--- config.mk ---
export PLATFORM = sky130hd
export DESIGN_NAME = mips_multicycle_ctrl_flat
export DESIGN_NICKNAME = d
export VERILOG_FILES = /design/src/rtl/mips_ctrl_pkg.sv /design/src/rtl/mips_multicycle_ctrl_if.sv /design/src/rtl/ctrl_wait_timer.sv /design/src/rtl/mips_multicycle_ctrl.sv /design/src/flat_wrapper.sv
export SDC_FILE = /design/constraint.sdc
export NUM_CORES = 1
export LEC_CHECK = 0
export CORE_ASPECT_RATIO = 0.9
export CORE_MARGIN = 2
export CORE_UTILIZATION = 40
export CTS_BUF_LIST = sky130_fd_sc_hd__clkbuf_8
export DETAILED_ROUTE_END_ITERATION = 16
export GPL_ROUTABILITY_DRIVEN = 1
export PLACE_DENSITY_LB_ADDON = 0.12
export SETUP_SLACK_MARGIN = 0.3
export SLEW_MARGIN = 20
export SYNTH_ARGS = -nofsm -noshare
export SYNTH_HDL_FRONTEND = slang
export SYNTH_SLANG_ARGS = --single-unit
--- constraint.sdc ---
create_clock -name clk -period 2.14 [get_ports clk]
set_input_delay 0.642 -clock clk [delete_from_list [all_inputs] [get_ports clk]]
set_output_delay 0.642 -clock clk [all_outputs]
set_load 0.01 [all_outputs]
--- src/rtl/mips_ctrl_pkg.sv ---
// Shared encodings for the MIPS32 multicycle control FSM: states, opcodes,
// datapath mux codes and trap causes.
package mips_ctrl_pkg;

    typedef enum logic [3:0] {
        S_IDLE, S_FETCH, S_DECODE, S_MEMADR, S_MEMRD, S_MEMWB, S_MEMWR,
        S_EXEC, S_ALUWB, S_IMMEX, S_IMMWB, S_BRANCH, S_JUMP, S_TRAP
    } stateT;

    localparam logic [5:0] OP_RTYPE = 6'b000000;
    localparam logic [5:0] OP_LW    = 6'b100011;
    localparam logic [5:0] OP_SW    = 6'b101011;
    localparam logic [5:0] OP_ADDI  = 6'b001000;
    localparam logic [5:0] OP_SLTI  = 6'b001010;
    localparam logic [5:0] OP_BEQ   = 6'b000100;
    localparam logic [5:0] OP_BNE   = 6'b000101;
    localparam logic [5:0] OP_J     = 6'b000010;

    typedef enum logic [1:0] {
        ALU_ADD = 2'b00, ALU_SUB = 2'b01, ALU_FUNCT = 2'b10, ALU_SLT = 2'b11
    } aluOpT;

    typedef enum logic [1:0] {
        PC_ALU = 2'b00, PC_ALUOUT = 2'b01, PC_JUMP = 2'b10
    } pcSourceT;

    typedef enum logic [1:0] {
        SRCB_RT = 2'b00, SRCB_FOUR = 2'b01, SRCB_IMM = 2'b10, SRCB_IMM_SHL2 = 2'b11
    } aluSrcBT;

    typedef enum logic [1:0] {
        TC_NONE = 2'b00, TC_ILLEGAL = 2'b01, TC_MEM_TIMEOUT = 2'b10
    } trapCauseT;

    // States that hold the unified memory port and wait on mem_ready.
    function automatic logic isWaitState(stateT s);
        return (s == S_FETCH) || (s == S_MEMRD) || (s == S_MEMWR);
    endfunction

endpackage

--- src/rtl/mips_multicycle_ctrl_if.sv ---
// Controller <-> datapath signal bundle; master is the controller, slave the datapath.
interface mips_multicycle_ctrl_if #(
    parameter int CNT_W = 32
);
    logic [5:0]       opcode;
    logic             zero;
    logic             mem_ready;
    logic             mem_read;
    logic             mem_write;
    logic             iord;
    logic             ir_write;
    logic             pc_en;
    logic [1:0]       pc_source;
    logic             alu_src_a;
    logic [1:0]       alu_src_b;
    logic [1:0]       alu_op;
    logic             reg_dst;
    logic             mem_to_reg;
    logic             reg_write;
    logic             trap;
    logic [1:0]       trap_cause;
    logic [CNT_W-1:0] instr_retired;

    modport master (
        input  opcode, zero, mem_ready,
        output mem_read, mem_write, iord, ir_write, pc_en, pc_source,
               alu_src_a, alu_src_b, alu_op, reg_dst, mem_to_reg, reg_write,
               trap, trap_cause, instr_retired
    );

    modport slave (
        output opcode, zero, mem_ready,
        input  mem_read, mem_write, iord, ir_write, pc_en, pc_source,
               alu_src_a, alu_src_b, alu_op, reg_dst, mem_to_reg, reg_write,
               trap, trap_cause, instr_retired
    );
endinterface

--- src/rtl/ctrl_wait_timer.sv ---
// Clear/enable wait counter; flags the cycle on which the wait budget runs out.
module ctrl_wait_timer #(
    parameter int MEM_TIMEOUT = 255
) (
    input  logic clk,
    input  logic rst_n,
    input  logic clr,
    input  logic en,
    output logic expired
);
    localparam int W = $clog2(MEM_TIMEOUT + 1);
    localparam logic [W-1:0] LAST = W'(MEM_TIMEOUT - 1);

    logic [W-1:0] cnt;

    // NOTE: sequential state uses non-blocking assignments so every flop samples pre-edge values.
    always_ff @(posedge clk or negedge rst_n) begin
        if (!rst_n) begin
            cnt <= '0;
        end else if (clr) begin
            cnt <= '0;
        end else if (en) begin
            cnt <= cnt + W'(1);
        end
    end

    // This cycle's increment would make the count reach MEM_TIMEOUT.
    assign expired = en && (cnt == LAST);
endmodule

--- src/rtl/mips_multicycle_ctrl.sv ---
// Moore control FSM for the MIPS32 multicycle datapath with memory-wait timeout
// and illegal-opcode trap.
module mips_multicycle_ctrl
    import mips_ctrl_pkg::*;
#(
    parameter int MEM_TIMEOUT = 255,
    parameter int CNT_W       = 32
) (
    input logic                   clk,
    input logic                   rst_n,
    mips_multicycle_ctrl_if.master bus
);
    stateT            state;
    trapCauseT        trapCause;
    logic [CNT_W-1:0] instrRetired;
    logic             waiting;
    logic             timeout;

    assign waiting = isWaitState(state) && !bus.mem_ready;

    ctrl_wait_timer #(.MEM_TIMEOUT(MEM_TIMEOUT)) waitTimer (
        .clk     (clk),
        .rst_n   (rst_n),
        .clr     (!waiting),
        .en      (waiting),
        .expired (timeout)
    );

    always_ff @(posedge clk or negedge rst_n) begin
        if (!rst_n) begin
            state        <= S_IDLE;
            trapCause    <= TC_NONE;
            instrRetired <= '0;
        end else begin
            case (state)
                S_IDLE:   state <= S_FETCH;
                S_FETCH: begin
                    if (bus.mem_ready) begin
                        state <= S_DECODE;
                    end else if (timeout) begin
                        state     <= S_TRAP;
                        trapCause <= TC_MEM_TIMEOUT;
                    end
                end
                S_DECODE: begin
                    case (bus.opcode)
                        OP_RTYPE:        state <= S_EXEC;
                        OP_LW, OP_SW:    state <= S_MEMADR;
                        OP_ADDI, OP_SLTI: state <= S_IMMEX;
                        OP_BEQ, OP_BNE:  state <= S_BRANCH;
                        OP_J:            state <= S_JUMP;
                        default: begin
                            state     <= S_TRAP;
                            trapCause <= TC_ILLEGAL;
                        end
                    endcase
                end
                S_MEMADR: state <= (bus.opcode == OP_SW) ? S_MEMWR : S_MEMRD;
                S_MEMRD: begin
                    if (bus.mem_ready) begin
                        state <= S_MEMWB;
                    end else if (timeout) begin
                        state     <= S_TRAP;
                        trapCause <= TC_MEM_TIMEOUT;
                    end
                end
                S_MEMWR: begin
                    if (bus.mem_ready) begin
                        state        <= S_FETCH;
                        instrRetired <= instrRetired + CNT_W'(1);
                    end else if (timeout) begin
                        state     <= S_TRAP;
                        trapCause <= TC_MEM_TIMEOUT;
                    end
                end
                S_EXEC:   state <= S_ALUWB;
                S_IMMEX:  state <= S_IMMWB;
                S_MEMWB, S_ALUWB, S_IMMWB, S_BRANCH, S_JUMP: begin
                    state        <= S_FETCH;
                    instrRetired <= instrRetired + CNT_W'(1);
                end
                S_TRAP:   state <= S_TRAP;
                default:  state <= S_IDLE;
            endcase
        end
    end

    // NOTE: every output gets a default before the case so no latch is inferred.
    always_comb begin
        bus.mem_read   = 1'b0;
        bus.mem_write  = 1'b0;
        bus.iord       = 1'b0;
        bus.ir_write   = 1'b0;
        bus.pc_en      = 1'b0;
        bus.pc_source  = PC_ALU;
        bus.alu_src_a  = 1'b0;
        bus.alu_src_b  = SRCB_RT;
        bus.alu_op     = ALU_ADD;
        bus.reg_dst    = 1'b0;
        bus.mem_to_reg = 1'b0;
        bus.reg_write  = 1'b0;
        case (state)
            S_FETCH: begin
                bus.mem_read  = 1'b1;
                bus.ir_write  = bus.mem_ready;
                bus.pc_en     = bus.mem_ready;
                bus.alu_src_b = SRCB_FOUR;
            end
            S_DECODE: bus.alu_src_b = SRCB_IMM_SHL2;
            S_MEMADR: begin
                bus.alu_src_a = 1'b1;
                bus.alu_src_b = SRCB_IMM;
            end
            S_MEMRD: begin
                bus.mem_read = 1'b1;
                bus.iord     = 1'b1;
            end
            S_MEMWB: begin
                bus.reg_write  = 1'b1;
                bus.mem_to_reg = 1'b1;
            end
            S_MEMWR: begin
                bus.mem_write = 1'b1;
                bus.iord      = 1'b1;
            end
            S_EXEC: begin
                bus.alu_src_a = 1'b1;
                bus.alu_op    = ALU_FUNCT;
            end
            S_ALUWB: begin
                bus.reg_write = 1'b1;
                bus.reg_dst   = 1'b1;
            end
            S_IMMEX: begin
                bus.alu_src_a = 1'b1;
                bus.alu_src_b = SRCB_IMM;
                bus.alu_op    = (bus.opcode == OP_SLTI) ? ALU_SLT : ALU_ADD;
            end
            S_IMMWB: bus.reg_write = 1'b1;
            S_BRANCH: begin
                bus.alu_src_a = 1'b1;
                bus.alu_op    = ALU_SUB;
                bus.pc_source = PC_ALUOUT;
                bus.pc_en     = (bus.opcode == OP_BEQ) ? bus.zero : !bus.zero;
            end
            S_JUMP: begin
                bus.pc_source = PC_JUMP;
                bus.pc_en     = 1'b1;
            end
            default: ;
        endcase
    end

    assign bus.trap          = (state == S_TRAP);
    assign bus.trap_cause    = trapCause;
    assign bus.instr_retired = instrRetired;
endmodule

--- src/flat_wrapper.sv ---
// flat-port wrapper written by rule: the top's interface ports become plain ports
module mips_multicycle_ctrl_flat import mips_ctrl_pkg::*;
#(
    parameter int MEM_TIMEOUT = 255,
    parameter int CNT_W       = 32
)
  (clk, rst_n, bus_opcode, bus_zero, bus_mem_ready, bus_mem_read, bus_mem_write, bus_iord, bus_ir_write, bus_pc_en, bus_pc_source, bus_alu_src_a, bus_alu_src_b, bus_alu_op, bus_reg_dst, bus_mem_to_reg, bus_reg_write, bus_trap, bus_trap_cause, bus_instr_retired);
  mips_multicycle_ctrl_if #(.CNT_W(CNT_W)) bus_i ();
  input logic clk;
  input logic rst_n;
  input wire logic [$bits(bus_i.opcode)-1:0] bus_opcode;
  input wire logic [$bits(bus_i.zero)-1:0] bus_zero;
  input wire logic [$bits(bus_i.mem_ready)-1:0] bus_mem_ready;
  output wire logic [$bits(bus_i.mem_read)-1:0] bus_mem_read;
  output wire logic [$bits(bus_i.mem_write)-1:0] bus_mem_write;
  output wire logic [$bits(bus_i.iord)-1:0] bus_iord;
  output wire logic [$bits(bus_i.ir_write)-1:0] bus_ir_write;
  output wire logic [$bits(bus_i.pc_en)-1:0] bus_pc_en;
  output wire logic [$bits(bus_i.pc_source)-1:0] bus_pc_source;
  output wire logic [$bits(bus_i.alu_src_a)-1:0] bus_alu_src_a;
  output wire logic [$bits(bus_i.alu_src_b)-1:0] bus_alu_src_b;
  output wire logic [$bits(bus_i.alu_op)-1:0] bus_alu_op;
  output wire logic [$bits(bus_i.reg_dst)-1:0] bus_reg_dst;
  output wire logic [$bits(bus_i.mem_to_reg)-1:0] bus_mem_to_reg;
  output wire logic [$bits(bus_i.reg_write)-1:0] bus_reg_write;
  output wire logic [$bits(bus_i.trap)-1:0] bus_trap;
  output wire logic [$bits(bus_i.trap_cause)-1:0] bus_trap_cause;
  output wire logic [$bits(bus_i.instr_retired)-1:0] bus_instr_retired;
  assign bus_i.opcode = bus_opcode;
  assign bus_i.zero = bus_zero;
  assign bus_i.mem_ready = bus_mem_ready;
  assign bus_mem_read = bus_i.mem_read;
  assign bus_mem_write = bus_i.mem_write;
  assign bus_iord = bus_i.iord;
  assign bus_ir_write = bus_i.ir_write;
  assign bus_pc_en = bus_i.pc_en;
  assign bus_pc_source = bus_i.pc_source;
  assign bus_alu_src_a = bus_i.alu_src_a;
  assign bus_alu_src_b = bus_i.alu_src_b;
  assign bus_alu_op = bus_i.alu_op;
  assign bus_reg_dst = bus_i.reg_dst;
  assign bus_mem_to_reg = bus_i.mem_to_reg;
  assign bus_reg_write = bus_i.reg_write;
  assign bus_trap = bus_i.trap;
  assign bus_trap_cause = bus_i.trap_cause;
  assign bus_instr_retired = bus_i.instr_retired;
  mips_multicycle_ctrl #(.MEM_TIMEOUT(MEM_TIMEOUT), .CNT_W(CNT_W)) u_core (.clk(clk), .rst_n(rst_n), .bus(bus_i));
endmodule
Word level (Yosys, flattened, before mapping)
Index checks and enable logic that the tools add are counted.
Widths: inputs -> output; s select.
{ "word_totals": {"regBits": 46, "inputBits": 10, "output_inout_bits": 50} }
{ "op_classes": {"n_addsub": 2, "n_eq_ne": 25, "n_mux": 28, "n_reduce_logical": 24} }
{ "ops": {"columns": ["operator", "count"], "rows": [
  ["$pmux 32 s2", 1],
  ["$pmux 4 s9", 1],
  ["$add 32x1->32 const B", 1],
  ["$mux 32", 1],
  ["$eq 4x4->1 const B", 6],
  ["$pmux 4 s5", 1],
  ["$eq 4x3->1 const B", 4],
  ["$mux 4", 4],
  ["$eq 6x3->1 const B", 2],
  ["$eq 6x4->1 const B", 2],
  ["$eq 6x6->1 const B", 2],
  ["$pmux 2 s3", 2],
  ["$reduce_or 2->1", 6],
  ["$mux 2", 5],
  ["$mux 1", 9],
  ["$add 8x1->8 const B", 1],
  ["$eq 4x2->1 const B", 2],
  ["$eq 8x8->1 const B", 1],
  ["$mux 8", 1],
  ["$pmux 2 s2", 2],
  ["$reduce_or 8->1", 1],
  ["$eq 6x2->1 const B", 1],
  ["$logic_not 6->1", 1],
  ["$ne 2x2->1 const B", 3],
  ["14 further kinds", 19]
]} }

Depth between registers and ports, before layout
{ "depth": {"word_depth": 8, "depth_mapped": 6} }

Cells and area by module
Synthesis repeated with hierarchy kept, for this count alone.
{ "hier_totals": {"cells_unflattened": 276, "hier_area_um2": 2582.5} }
{ "modules_own_cells": {"columns": ["mod", "n_inst", "cells_each", "area_per_inst_um2", "seq_area_each_um2"], "rows": [
  ["mips_multicycle_ctrl", 1, 235, 2170.8, 950.9],
  ["ctrl_wait_timer", 1, 41, 411.6, 200.2]
]} }

Worst setup path after synthesis
OpenSTA, ideal clock, no wires.
{ "synth_path": {"path_type": "input-to-output", "from": "input bus_opcode[5]", "to": "output bus_pc_en", "arrival_ns": 1.486, "setup_slack_ns": 0.012, "cell_stages": 4, "path_buffers": 0, "cell_sequence": "nor4_1 > nand3b_1 > xor2_1 > a41o_1"} }
{ "synth_via": {"elab_chain_len": 3} }
{ "synth_lines": {"columns": ["item", "line", "text"], "rows": [
  ["start, declared", "flat_wrapper.sv:11", "input wire logic [$bits(bus_i.opcode)-1:0] bus_opcode;"],
  ["$eq 6x3->1", "mips_multicycle_ctrl.sv:144", "bus.pc_en = (bus.opcode == OP_BEQ) ? bus.zero : !bus.zero;"],
  ["$mux 1", "mips_multicycle_ctrl.sv:144", null],
  ["$pmux 1 s3", "mips_multicycle_ctrl.sv:102", "case (state)"],
  ["end, declared", "flat_wrapper.sv:18", "output wire logic [$bits(bus_i.pc_en)-1:0] bus_pc_en;"]
]} }
Every way passes these cells.

Worst setup path in the final report
{ "layout_path": {"from": "register u_core.state[2]", "to": "output bus_pc_en"} }
{ "layout_via": {"elab_chain_len": 2, "word_cells_on_any_way": 4, "classes_between": "eq/ne (3); mux (1)"} }
{ "layout_lines": {"columns": ["item", "line", "text"], "rows": [
  ["start, declared", "mips_multicycle_ctrl.sv:13", "stateT state;"],
  ["start signal, assigned", "mips_multicycle_ctrl.sv:58", "S_MEMADR: state <= (bus.opcode == OP_SW) ? S_MEMWR : S_MEMRD;"],
  ["$eq 4x4->1 or $eq 4x1->1 (tied branches)", "mips_multicycle_ctrl.sv:102", null],
  ["$pmux 1 s3 *", "mips_multicycle_ctrl.sv:102", null]
]} }
Mark *: on every way between the ends. The rest lies on a longest branch, timed or not.

==> results.txt <==
The final routed DRC violation total is 0. Yosys attributes the largest share of cell area to dfrtp_1, xor2_1, a2111oi_4. For the pin with the worst max-slew slack, the measured transition is roughly 600 ps. Of all cell types, the one taking the most synthesized area is dfrtp_1.

TritonCTS built the clock tree. The total non-filler cell area in the finished layout is ~5200 sq um. Counting flops and latches in the post-synthesis netlist gives 46. The die covers approximately 8100 sq um. The TritonCTS sink count is 46. The fraction of the cycle the final worst path needs is 1.08. Averaged over all synthesized cells, the footprint is between 10 and 15 sq um.

The weighted congestion reported at the end of routability-driven placement is between 0.8 and 0.9. The total power divided by cell area came out at 1040 nW/um^2. The checks that failed: negative setup slack. The width of the die came out at ~95 um. The worst-case vdd ir drop came out at about 660 uV. The number of clock buffers inserted by TritonCTS came out at 5.

The post-synthesis cell area is between 2000 and 3000 sq um. Setup repair after global routing could not meet its margin everywhere. The final number of max-transition violations is 0. The highest fanout seen on the critical path came out at 4. The path class of the tightest hold or removal check is in2async.

Counting the fill cells in the layout gives about 500. Entering global routing, the biggest net connects 24 pins. The iteration count of the initial detailed-routing pass came out at 4. Once detail routing completed, the nets flagged for antenna violations numbered 0.

The standby leakage power came out at 2.04 nW. The share of synthesized registers carrying an async set or reset came out at 1.00. The class of the most critical setup path is reg2out. The share of synthesized area in the top cell type comes to 0.389.

The number of antenna violations at the first check in global routing came out at 0. The critical path goes through buf_6, and3b_1, a31oi_1, nor2_1, a41o_1, buf_2. After routing, the total negative slack on setup checks comes to -469 ps.

The slowest stage of the critical path is the dfrtp_2 cell. The data arrival time of the critical path came out at 1680 ps. The worst setup slack after layout is -179 ps. The tree is rooted in a clkbuf_8. The violation count after the first detailed-routing iteration is 164.

After detailed routing, the total wire length is about 9500 um. The number of global-route vias before repair came out at between 2k and 3k. The number of synthesized flops with an enable pin came out at 0. The startpoint kind of the worst setup timing path is a register. The total setup violations reported at the end of the flow came out at 5. The count of vias placed by the detailed router came out at 2945.

The first-pass GRT wire length came out at about 15000 um. The detailed placement HPWL came out at around 5600 um. The clock skew came out at between 9 and 10 ps. The net count after synthesis came out at approximately 300. The clock input transition at the sequential cells of the worst setup and hold paths is about 80 ps. The highest attainable clock frequency came out at about 430 MHz.

The die span in y came out at between 80 and 90 um. The distinct cell type count after synthesis is between 50 and 60. The stage delay of the slowest cell on the critical path came out at 450 ps. STA puts the critical path data required time at 1500 ps. The initial utilization of the core area, before any placement, comes to 0.416. The number of antenna cells inserted came out at 0.

The H-tree was split into 2 levels. The number of buffers on the longest clock path is 2. After detailed routing, the average wire length per cell comes to between 15 and 20 um. The total I/O pin count came out at 60. Summed over all layers, the global routing overflow is 0. The tool flagged a number of max-cap violations equal to 0. The worst-case headroom to the max-slew limit is 0.608. The share of layout cells above drive strength 1 is 0.512. The nature of the critical path endpoint is an output port. The number of vias per cell came out at about 5.4. The count of final hold-check violations is 0. The number of port buffers is between 50 and 60.

The Yosys step of the flow raised 0 warnings. The count of mapped cells out of synthesis is 288. The core footprint came out at between 7000 and 8000 sq um.

For this run, the register share of the synthesized area comes to 0.389. The flow ran to the end, but the final reports show violations. The cell row count is 29. The area growth from synthesis to layout is 76.8%. The clock reaches the later pin of the worst-skew pair after roughly 300 ps. The placed standard-cell area came out at roughly 4100 sq um. The global-route usage over all layers came out at 0.231. The time the worst path needs with I/O delays and setup is approximately 2300 ps. The total number of nets in the final design came out at between 400 and 500. The most frequently used flop master after synthesis is dfrtp_1.
-- through the flow --
stage          instances  hold slack [ps]  setup slack (ps)  total power, mW   util
6_report             544              264              -179             5.41  0.735
5_1_grt              544              291              -216             5.71  0.735
4_1_cts              531              268             -96.0             4.90  0.689
3_5_place_dp         480              463              -917             3.37  0.570
3_3_place_gp         480              459              -905             3.34  0.570
2_1_floorplan        288              346               141             2.29      -
-- report_power, final --
| group | leakage [nW] | internal (mW) | switching (mW) |
|---|---|---|---|
| clock | 0.0607 | 0.340 | 0.295 |
| sequential | 0.518 | 0.983 | 0.138 |
| combinational | 1.47 | 1.83 | 1.82 |
| total | 2.04 | 3.16 | 2.25 |
-- flip-flops by register name, summed over array words and instances, names as in the netlist --
name / cells
u_core.bus.instr_retired: 32
u_core.state: 4
u_core.bus.trap_cause: 2
u_core.waitTimer.cnt: 8
-- worst max-delay path: cells and delay by family, from the launching register on --
family | cells | cell delay, ps
buffers and inverters | 2 | 260
and+or+nand+nor | 2 | 270
AOI/OAI and AO/OA | 2 | 410
DFF | 1 | 450
-- cells by family after synthesis --
group / Yosys count / synth area share
DFF: 46 / 0.389
adders and majority gates: 3 / 0.0127
buffers and inverters: 29 / 0.0499
xor gates and xnor gates: 38 / 0.113
AOI/OAI and AO/OA: 65 / 0.235
and+or+nand+nor: 106 / 0.196
muxes: 1 / 0.00381
-- cell usage after synthesis (all sizes together), types with 4 or more instances --
cell      n
clkbuf    8
nand4    11
a21oi     7
nand2    16
nor3      7
nand3    10
o21ai     7
xor2     25
buf      14
nor2     24
xnor2    13
dfrtp    46
a2111oi  19
o31ai     4
nand2b    6
inv       7
o2111ai   5
o211ai    5
and3      8
-- layer usage --
layer | GRT usage | up-vias | part of all wire
li1 | - | 1394 | -
met4 | 0.0646 | 0 | 0.019
met5 | 0 | - | 0
met2 | 0.356 | 84 | 0.47
met1 | 0.340 | 1452 | 0.46
met3 | 0.0360 | 15 | 0.045
-- final cells by class --
cell class	count	area [sq um]	share of cell area
multi-input combinational	214	2190	0.419
timing repair buffer	176	1630	0.312
clock inverter	3	37.5	0.00718
clock buffer	5	68.8	0.0132
inverter	7	26.3	0.00503
tap	93	116	0.0223
sequential	46	1160	0.221
-- worst paths after layout --
path	startpoint	endpoint	slack, ps	cells after the start
min in group clk	u_core.bus.instr_retired[31]	u_core.bus.instr_retired[31]	470	1
max reg2reg	u_core.state[2]	u_core.bus.instr_retired[8]	40	11
max in group asynchronous	rst_n	u_core.state[2]	1390	2
min reg2reg	u_core.bus.instr_retired[31]	u_core.bus.instr_retired[31]	470	1
min	rst_n	u_core.waitTimer.cnt[4]	260	1
max	u_core.state[2]	bus_pc_en	-180	6
-- cell usage in the layout, fill, tap and decap left out, types with 4 or more instances in the layout --
| cell type | Yosys | final |
|---|---|---|
| dfrtp_2 | 0 | 5 |
| o21ai_2 | 0 | 4 |
| nor2_4 | 0 | 8 |
| nor2_1 | 24 | 13 |
| xor2_1 | 25 | 25 |
| a21oi_1 | 7 | 4 |
| nand2_1 | 16 | 12 |
| inv_1 | 7 | 7 |
| buf_2 | 6 | 10 |
| o211ai_1 | 5 | 5 |
| nor3_2 | 0 | 4 |
| nand4_1 | 11 | 11 |
| xnor2_1 | 13 | 12 |
| dlymetal6s2s_1 | 0 | 8 |
| a2111oi_4 | 7 | 18 |
| dfrtp_1 | 46 | 41 |
| buf_6 | 1 | 51 |
| and3_1 | 8 | 7 |
| buf_8 | 0 | 4 |
| dlygate4sd2_1 | 0 | 27 |
| clkbuf_8 | 0 | 5 |
| buf_4 | 2 | 72 |
| nand3_1 | 9 | 8 |
| nand2b_4 | 0 | 5 |
-- what timing repair did --
| item | 4_1_cts | 5_1_grt |
|---|---|---|
| pin swaps | 63 | 51 |
| hold endpoints to repair | 0 | 0 |
| hold buffers | 0 | 0 |
| setup buffers | 43 | 12 |
| cloned | 0 | 1 |
| resized for setup | 235 | 54 |
| endpoints found under the setup margin | 86 | 57 |
Note: power is estimated with default switching activity, not from simulation.
